[config.mk]
export PLATFORM = sky130hd
export DESIGN_NAME = pulse_buf_ctrl
export DESIGN_NICKNAME = d
export VERILOG_FILES = /design/src/rtl/pulse_buf_ctrl.sv
export SDC_FILE = /design/constraint.sdc
export NUM_CORES = 1
export LEC_CHECK = 0
export BUFFER_PORTS_ARGS = -buffer_cell sky130_fd_sc_hd__buf_4
export CORE_UTILIZATION = 45
export CTS_BUF_LIST = sky130_fd_sc_hd__clkbuf_16
export DETAILED_ROUTE_END_ITERATION = 6
export PLACE_DENSITY_LB_ADDON = 0.12
export SLEW_MARGIN = 20
export SYNTH_ARGS = -nofsm -noshare
export SYNTH_HDL_FRONTEND = slang
export SYNTH_SLANG_ARGS = --single-unit
[constraint.sdc]
create_clock -name clk -period 5.3 [get_ports clk]
set_clock_uncertainty 0.15 [all_clocks]
set_input_delay 0.53 -clock clk [delete_from_list [all_inputs] [get_ports clk]]
set_output_delay 0.53 -clock clk [all_outputs]
set_load 0.05 [all_outputs]
[src/rtl/pulse_buf_ctrl.sv]
// Sequencer for the BRAM pulse buffer: arms a write, gates one pulse in, waits for readback,
// counts drained beats, and repeats cfg_num_pulses times per run while flagging length/timeout errors.
//
// state   | meaning
// IDLE    | waiting for start
// WAIT_WR | waiting for buffer write_ready
// WRITE   | gating in one pulse of in_size samples
// WAIT_RD | waiting for buffer read_ready
// READ    | counting drained beats until out_tlast
module pulse_buf_ctrl #(
    parameter int LEN_W   = 32,
    parameter int CNT_W   = 16,
    parameter int TIMEOUT = 4096
) (
    input  logic             clk,
    input  logic             reset,
    input  logic             start,
    input  logic             abort,
    input  logic [LEN_W-1:0] cfg_len,
    input  logic [CNT_W-1:0] cfg_num_pulses,
    input  logic             write_ready,
    input  logic             read_ready,
    input  logic [LEN_W-1:0] out_size,
    input  logic             in_tvalid,
    input  logic             in_tready,
    input  logic             in_tlast,
    input  logic             out_tvalid,
    input  logic             out_tready,
    input  logic             out_tlast,
    output logic             init_write,
    output logic [LEN_W-1:0] in_size,
    output logic             in_gate,
    output logic             busy,
    output logic             done,
    output logic [CNT_W-1:0] pulse_cnt,
    output logic             err_len,
    output logic             err_timeout
);
    localparam int WAIT_W = (TIMEOUT < 2) ? 1 : $clog2(TIMEOUT + 1);

    typedef enum logic [2:0] {IDLE, WAIT_WR, WRITE, WAIT_RD, READ} state_t;

    state_t             state_q, state_d;
    logic [LEN_W-1:0]   in_size_q, in_size_d;
    logic [CNT_W-1:0]   num_q, num_d;
    logic               init_write_q, init_write_d;
    logic               in_gate_q, in_gate_d;
    logic               busy_q, busy_d;
    logic               done_q, done_d;
    logic [CNT_W-1:0]   pulse_cnt_q, pulse_cnt_d;
    logic               err_len_q, err_len_d;
    logic               err_timeout_q, err_timeout_d;
    logic [LEN_W-1:0]   in_beat_q, in_beat_d;
    logic [LEN_W-1:0]   out_beat_q, out_beat_d;
    logic [WAIT_W-1:0]  wait_q, wait_d;

    logic               in_beat_ev, out_beat_ev, wait_hit;
    logic [LEN_W-1:0]   in_beat_nx, out_beat_nx;
    logic [CNT_W-1:0]   pulse_cnt_nx;
    logic [WAIT_W-1:0]  wait_nx;

    always_comb begin
        in_beat_ev   = in_tvalid & in_tready & in_gate_q;
        out_beat_ev  = out_tvalid & out_tready;
        // Saturating increments: counters never wrap.
        in_beat_nx   = (&in_beat_q)   ? in_beat_q   : in_beat_q + LEN_W'(1);
        out_beat_nx  = (&out_beat_q)  ? out_beat_q  : out_beat_q + LEN_W'(1);
        pulse_cnt_nx = (&pulse_cnt_q) ? pulse_cnt_q : pulse_cnt_q + CNT_W'(1);
        wait_nx      = wait_q + WAIT_W'(1);
        wait_hit     = (TIMEOUT != 0) && (int'(wait_q) + 1 == TIMEOUT);

        state_d       = state_q;
        in_size_d     = in_size_q;
        num_d         = num_q;
        init_write_d  = 1'b0;
        in_gate_d     = 1'b0;
        done_d        = 1'b0;
        pulse_cnt_d   = pulse_cnt_q;
        err_len_d     = err_len_q;
        err_timeout_d = err_timeout_q;
        in_beat_d     = in_beat_q;
        out_beat_d    = out_beat_q;
        wait_d        = wait_q;

        if (abort) begin
            state_d = IDLE;
        end else begin
            case (state_q)
                IDLE: begin
                    if (start) begin
                        if (cfg_len != '0 && cfg_num_pulses != '0) begin
                            in_size_d     = cfg_len;
                            num_d         = cfg_num_pulses;
                            err_len_d     = 1'b0;
                            err_timeout_d = 1'b0;
                            pulse_cnt_d   = '0;
                            wait_d        = '0;
                            state_d       = WAIT_WR;
                        end else begin
                            err_len_d = 1'b1;
                        end
                    end
                end
                WAIT_WR: begin
                    if (write_ready) begin
                        init_write_d = 1'b1;
                        in_beat_d    = '0;
                        state_d      = WRITE;
                    end else if (wait_hit) begin
                        err_timeout_d = 1'b1;
                        state_d       = IDLE;
                    end else if (TIMEOUT != 0) begin
                        wait_d = wait_nx;
                    end
                end
                WRITE: begin
                    // Gate opens one cycle after entry, i.e. after the init_write strobe.
                    in_gate_d = 1'b1;
                    if (in_beat_ev) begin
                        in_beat_d = in_beat_nx;
                        if (in_beat_nx == in_size_q) begin
                            in_gate_d = 1'b0;
                            if (in_tlast) begin
                                wait_d  = '0;
                                state_d = WAIT_RD;
                            end else begin
                                err_len_d = 1'b1;
                                state_d   = IDLE;
                            end
                        end else if (in_tlast) begin
                            in_gate_d = 1'b0;
                            err_len_d = 1'b1;
                            state_d   = IDLE;
                        end
                    end
                end
                WAIT_RD: begin
                    if (read_ready) begin
                        out_beat_d = '0;
                        state_d    = READ;
                    end else if (wait_hit) begin
                        err_timeout_d = 1'b1;
                        state_d       = IDLE;
                    end else if (TIMEOUT != 0) begin
                        wait_d = wait_nx;
                    end
                end
                READ: begin
                    if (out_beat_ev) begin
                        out_beat_d = out_beat_nx;
                        if (out_tlast) begin
                            if (out_beat_nx != out_size || out_size != in_size_q) begin
                                err_len_d = 1'b1;
                                state_d   = IDLE;
                            end else begin
                                pulse_cnt_d = pulse_cnt_nx;
                                if (pulse_cnt_nx == num_q) begin
                                    done_d  = 1'b1;
                                    state_d = IDLE;
                                end else begin
                                    wait_d  = '0;
                                    state_d = WAIT_WR;
                                end
                            end
                        end
                    end
                end
                default: state_d = IDLE;
            endcase
        end

        busy_d = (state_d != IDLE);
    end

    always_ff @(posedge clk) begin
        if (!reset) begin
            state_q       <= IDLE;
            in_size_q     <= '0;
            num_q         <= '0;
            init_write_q  <= 1'b0;
            in_gate_q     <= 1'b0;
            busy_q        <= 1'b0;
            done_q        <= 1'b0;
            pulse_cnt_q   <= '0;
            err_len_q     <= 1'b0;
            err_timeout_q <= 1'b0;
            in_beat_q     <= '0;
            out_beat_q    <= '0;
            wait_q        <= '0;
        end else begin
            state_q       <= state_d;
            in_size_q     <= in_size_d;
            num_q         <= num_d;
            init_write_q  <= init_write_d;
            in_gate_q     <= in_gate_d;
            busy_q        <= busy_d;
            done_q        <= done_d;
            pulse_cnt_q   <= pulse_cnt_d;
            err_len_q     <= err_len_d;
            err_timeout_q <= err_timeout_d;
            in_beat_q     <= in_beat_d;
            out_beat_q    <= out_beat_d;
            wait_q        <= wait_d;
        end
    end

    assign init_write  = init_write_q;
    assign in_size     = in_size_q;
    assign in_gate     = in_gate_q;
    assign busy        = busy_q;
    assign done        = done_q;
    assign pulse_cnt   = pulse_cnt_q;
    assign err_len     = err_len_q;
    assign err_timeout = err_timeout_q;

endmodule

Word-level counts from Yosys, hierarchy flattened
Cells that the tools add are included.

storage, ports and cells
  output and inout bits = 54
  word-level logic and storage cells = 142
  bits of input ports = 92
  bits in registers = 150

operators by class
  add/subtract/negate cells = 5
  equal/unequal tests = 25
  bitwise gates (word level) = 10
  mux-type cells = 64
  reductions and logical operators = 25

operators by type and width
  kind                                             number
  two-way mux 32 bit                               6
  two-way mux 13 bit                               12
  one-hot mux 32 bit (2 select lines)              2
  two-way mux 16 bit                               6
  one-hot mux 13 bit (5 select lines)              1
  adder 32 x 1 -> 32 bit, second input constant    2
  != test 32 bit                                   2
  AND reduction 32 bit                             2
  two-way mux 3 bit                                11
  == test 32 bit                                   1
  one-hot mux 16 bit (2 select lines)              1
  nonzero test 32 bit                              1
  != test 2 bit, second input constant             14
  two-way mux 1 bit                                21
  adder 16 x 1 -> 16 bit, second input constant    1
  == test 16 bit                                   1
  AND reduction 16 bit                             1
  nonzero test 16 bit                              1
  one-hot mux 3 bit (5 select lines)               1
  adder 13 x 1 -> 14 bit, second input constant    1
  == test 14 x 13 -> 1 bit, second input constant  1
  adder 13 x 1 -> 13 bit, second input constant    1
  AND reduction 13 bit                             1
  AND reduction 4 bit                              3
  other kinds (19)                                 35

Depth between registers and ports, before layout
  depth in word-level cells = 10
  gate-level depth with buffers = 16
  gate-level depth less buffers = 11

Least setup slack after synthesis
No wires, ideal clock.

  path kind = flip-flop to flip-flop
  start point = register out_beat_q[0]
  end point = register pulse_cnt_q[5] (netlist: pulse_cnt[5])
  cell stages (with the launch flop) = 16
  library setup time = 0.074 ns
  period minus slack after synthesis = 3.941 ns
  setup slack = 1.359 ns
  data arrival time = 3.716 ns
  path buffers = 4
  data required time = 5.076 ns
  cells stage by stage = dfxtp_1 ha_1 and4_1 clkbuf_1 and3_1 clkbuf_1 nand3_1 o32ai_1 o22ai_1 or3_1 or4_4 nor4_4 buf_6 buf_6 nand3_2 a31oi_1

on the way
  word-level cells in the longest chain between the ends = 6
  elaborated cells between the ends (all ways) = 7
  classes of those cells = add/sub (1); eq/ne (2); mux (1); reduce/logical (3)

ends and longest elaborated chain
  what                                                            RTL line  RTL
  start: declaration                                              54        logic [LEN_W-1:0] out_beat_q, out_beat_d;
  start signal: assignment                                        202       out_beat_q <= out_beat_d;
  adder 32 x 1 -> 32 bit or AND reduction 32 bit (tied branches)  67        out_beat_nx = (&out_beat_q) ? out_beat_q : out_beat_q + LEN_W'(1);
  two-way mux 32 bit *                                            67
  != test 32 bit *                                                152       if (out_beat_nx != out_size || out_size != in_size_q) begin
  logical OR 1 bit *                                              152
  != test 2 bit (no line) *                                       n/a
  AND reduction 7 bit (no line) *                                 n/a
  end signal: assignment                                          198       pulse_cnt_q <= pulse_cnt_d;
  end: declaration                                                50        logic [CNT_W-1:0] pulse_cnt_q, pulse_cnt_d;

Mark *: on every way between the ends. The rest lies on a longest branch, timed or not.
A chain may end at the register's enable or synchronous reset.

Final worst setup path
  start point = register out_beat_q[0]
  end point = register pulse_cnt_q[2] (netlist: pulse_cnt[2])

The elaborated chain is that of the path after synthesis.

==> flow_metrics.env <==
export IMPL_cts_hold_buf=0
export IMPL_tightest_slew_ns=1.011
export IMPL_hp_class="in2reg"
export IMPL_use_met3_pct=4.838
export IMPL_power_switching_w=0.0008893
export IMPL_antenna_found_initial=1
export IMPL_fill_cells=2584
export IMPL_cts_resized=0
export IMPL_grt_pass1_vias=11830
export IMPL_post_cts_buffers=0
export IMPL_worstPathArrival_ns=5.08
export IMPL_period_minus_slack_ns=4.861
export IMPL_p_per_area_mw_per_mm2=208.7
export IMPL_clock_path_buffers=2
export IMPL_route_detailed_drc=0
export IMPL_pwr_share_comb_pct=13.1
export IMPL_netlist_area_sq_mm=0.01161
export IMPL_via_per_inst=6.485
export IMPL_drv_cap=0
export IMPL_ir_drop_mv=0.2002
export IMPL_core_sq_mm=0.02525
export IMPL_avgSynthCellArea_sq_um=7.117
export IMPL_io_pins=146
export IMPL_die_w_um=162.6
export IMPL_power_frac_seq_pct=42.2
export IMPL_nets=1797
export IMPL_timing_slew_headroom_pct=31.95
export IMPL_yosys_warnings=0
export IMPL_antenna_cells=0
export IMPL_grt_max_degree=82
export IMPL_grt_use_met2_pct=51.40
export IMPL_rows=58
export IMPL_clk_pin_slew_ns=0.08
export IMPL_synth_fp_nets=1727
export IMPL_p_leak_nw=4.491
export IMPL_busiest_layer="met2"
export IMPL_p_sw_share_pct=31.69
export IMPL_numPortBuffers=145
export IMPL_cts_root_buf="clkbuf_16"
export IMPL_setup_violations=0
export IMPL_setup_tns_ns=0
export IMPL_cts_sinks=150
export IMPL_antenna_left=0
export IMPL_synth_seq_cells=150
export IMPL_routed_wl_um=46210
export IMPL_drive_gt1_share_pct=14.59
export IMPL_grt_util_met1_pct=50.69
export IMPL_rsz0062_at_grt="false"
export IMPL_gr_total_overflow=0
export IMPL_wire_per_inst_um=22.61
export IMPL_async_flop_share_pct=0
export IMPL_insertion_delay_ns=0.44
export IMPL_ys_seq_area_share_pct=25.87
export IMPL_synth_cell_types=78
export IMPL_dr_pass1_iters=5
export IMPL_worstPathMaxFanout=39
export IMPL_via_count=13260
export IMPL_fp_dieH_um=162.6
export IMPL_clockPowerShare_pct=44.8
export IMPL_synth_cells=1631
export IMPL_endpoint_kind="flop"
export IMPL_dominantRegCellSynth="dfxtp_1"
export IMPL_htree_levels=4
export IMPL_area_growth_pct=15.87
export IMPL_holdWs_ns=0.1813
export IMPL_crit_required_ns=5.52
export IMPL_max_freq_mhz=205.7
export IMPL_post_place_ws_ns=0.5873
export IMPL_dp_hpwl_um=34590
export IMPL_dieArea_sq_mm=0.02644
export IMPL_dp_cells=2012
export IMPL_grt_pass1_wl_um=70770
export IMPL_drv_slew=0
export IMPL_status="complete, no violations"
export IMPL_tritoncts_num_buffers=17
export IMPL_rrSetupSlack_ns=0.44
export IMPL_cts_tree="yes"
export IMPL_setup_ws_ns=0.4385
export IMPL_routabilityCongestion=1.026
export IMPL_drtIter0Drc=1392
export IMPL_track_usage_pct=34.91
export IMPL_start_util_pct=45.97
export IMPL_synth_edf_count=0
export IMPL_internal_power_w=0.001917
export IMPL_fin_cells=2044
export IMPL_post_route_period_util_pct=91.73
export IMPL_path_class="reg2reg"
export IMPL_cp_start_kind="flop"
export IMPL_hold_viol_final=0
==> critical path, stage by stage (launching register included) <==
cell     delay (ns)
dfxtp_1        0.48
ha_1           0.33
and4_1         0.43
and3_1         0.59
nand3_1        0.34
o32ai_1        0.44
o22ai_1        0.16
or3_1          0.33
or4_4          0.51
nor4_4         0.28
buf_12         0.24
mux2_2         0.36
nor3_2         0.14
==> cell usage after synthesis, types with 11 or more instances <==
master / n / area share (%)
xor2_1: 43 / 3.2
or2_2: 11 / 0.59
xnor2_1: 83 / 6.3
a31oi_1: 42 / 2.3
or4_1: 16 / 1.0
nand4_1: 62 / 3.3
mux2i_1: 18 / 1.6
nor4_1: 49 / 2.6
a311oi_1: 27 / 2.0
and2_1: 12 / 0.65
nand2_1: 220 / 7.1
nor2_1: 132 / 4.3
dfxtp_1: 150 / 26
inv_1: 23 / 0.74
nor2b_1: 19 / 1.0
nor3_1: 57 / 2.5
and4_1: 17 / 1.3
buf_2: 19 / 0.82
clkbuf_1: 96 / 3.1
nand3b_1: 23 / 1.5
nand2b_1: 12 / 0.65
a22oi_1: 12 / 0.78
o21ai_0: 86 / 3.7
and3_1: 24 / 1.3
nand3_1: 68 / 2.9
a21oi_1: 126 / 5.4
or3_1: 22 / 1.2
==> routing by layer <==
| metal | up-vias | part of all wire, % |
|---|---|---|
| met3 | 113 | 8.8 |
| met1 | 6258 | 45 |
| li1 | 6168 | - |
| met2 | 717 | 42 |
| met4 | 0 | 4.0 |
| met5 | - | 0 |
==> power by group through the flow <==
stage / clock network (W) / logic (W) / registers, W
floorplan: 0 / 0.000164 / 0.00123
global placement: 0 / 0.000360 / 0.00121
detailed placement: 0 / 0.000360 / 0.00121
CTS: 0.00127 / 0.000362 / 0.00118
global route: 0.00131 / 0.000390 / 0.00118
finish: 0.00126 / 0.000367 / 0.00118
==> logic make-up after synthesis <==
family,share of synthesized area [%]
xor+xnor,9.506
fa+ha+maj,0.4311
simple gates,34.33
compound gates,22.58
mux,1.843
flops,25.87
buf+inv,5.443
==> worst paths after layout <==
path                     start           end  cells after the start
max              out_beat_q[0]  pulse_cnt[2]                     12
min reg2reg           num_q[4]      num_q[4]                      2
max reg2reg      out_beat_q[0]  pulse_cnt[2]                     12
min          cfg_num_pulses[7]      num_q[7]                      3
==> cell type report <==
class                      count  area, sq um  area share, %
clock buffer                  17        425.4          3.163
tap                          330        412.9          3.070
timing repair buffer         180         1364          10.14
sequential                   150         3003          22.33
inverter                      23        88.84         0.6605
clock inverter                15        166.4          1.237
multi-input combinational   1329         7990          59.40
==> cells in the final DEF, fill, tap and decap left out, types with 5 or more instances in the layout <==
cell type  Yosys  layout
nand2_1      220     220
buf_4          4     179
dfxtp_1      150     150
nor2_1       132     131
a21oi_1      126     125
o21ai_0       86      85
xnor2_1       83      83
nand3_1       68      68
nand4_1       62      62
nor3_1        57      57
nor4_1        49      49
xor2_1        43      43
a31oi_1       42      42
a311oi_1      27      27
and3_1        24      24
nand3b_1      23      23
inv_1         23      22
or3_1         22      22
nor2b_1       19      18
mux2i_1       18      18
and4_1        17      17
clkbuf_16      0      17
or4_1         16      16
and2_1        12      12
a22oi_1       12      12
nand2b_1      12      11
or2_2         11      11
a2111oi_0     10      10
a211oi_1      10      10
o22ai_1        9       9
o21a_1         8       8
o211ai_1       7       7
a211o_1        6       6
o31ai_1        6       6
nor3b_1        6       6
o2111ai_1      5       5
clkinv_8       0       5
==> sequential cells by signal, summed over array words and instances (netlist names) <==
name / flops
busy: 1
pulse_cnt: 16
state_q: 3
in_beat_q: 32
in_gate: 1
err_len: 1
in_size: 32
out_beat_q: 32
err_timeout: 1
init_write: 1
wait_q: 13
num_q: 16
done: 1
==> metrics by stage <==
step           total power, W  instance area, sq um  util, %
2_1_floorplan        0.001396                 11610        -
3_3_place_gp         0.001570                 12860    50.92
3_5_place_dp         0.001569                 12860    50.92
4_1_cts              0.002816                 13450    53.26
5_1_grt              0.002886                 13450    53.26
6_report             0.002806                 13450    53.26
Note: power is estimated with default switching activity, not from simulation.
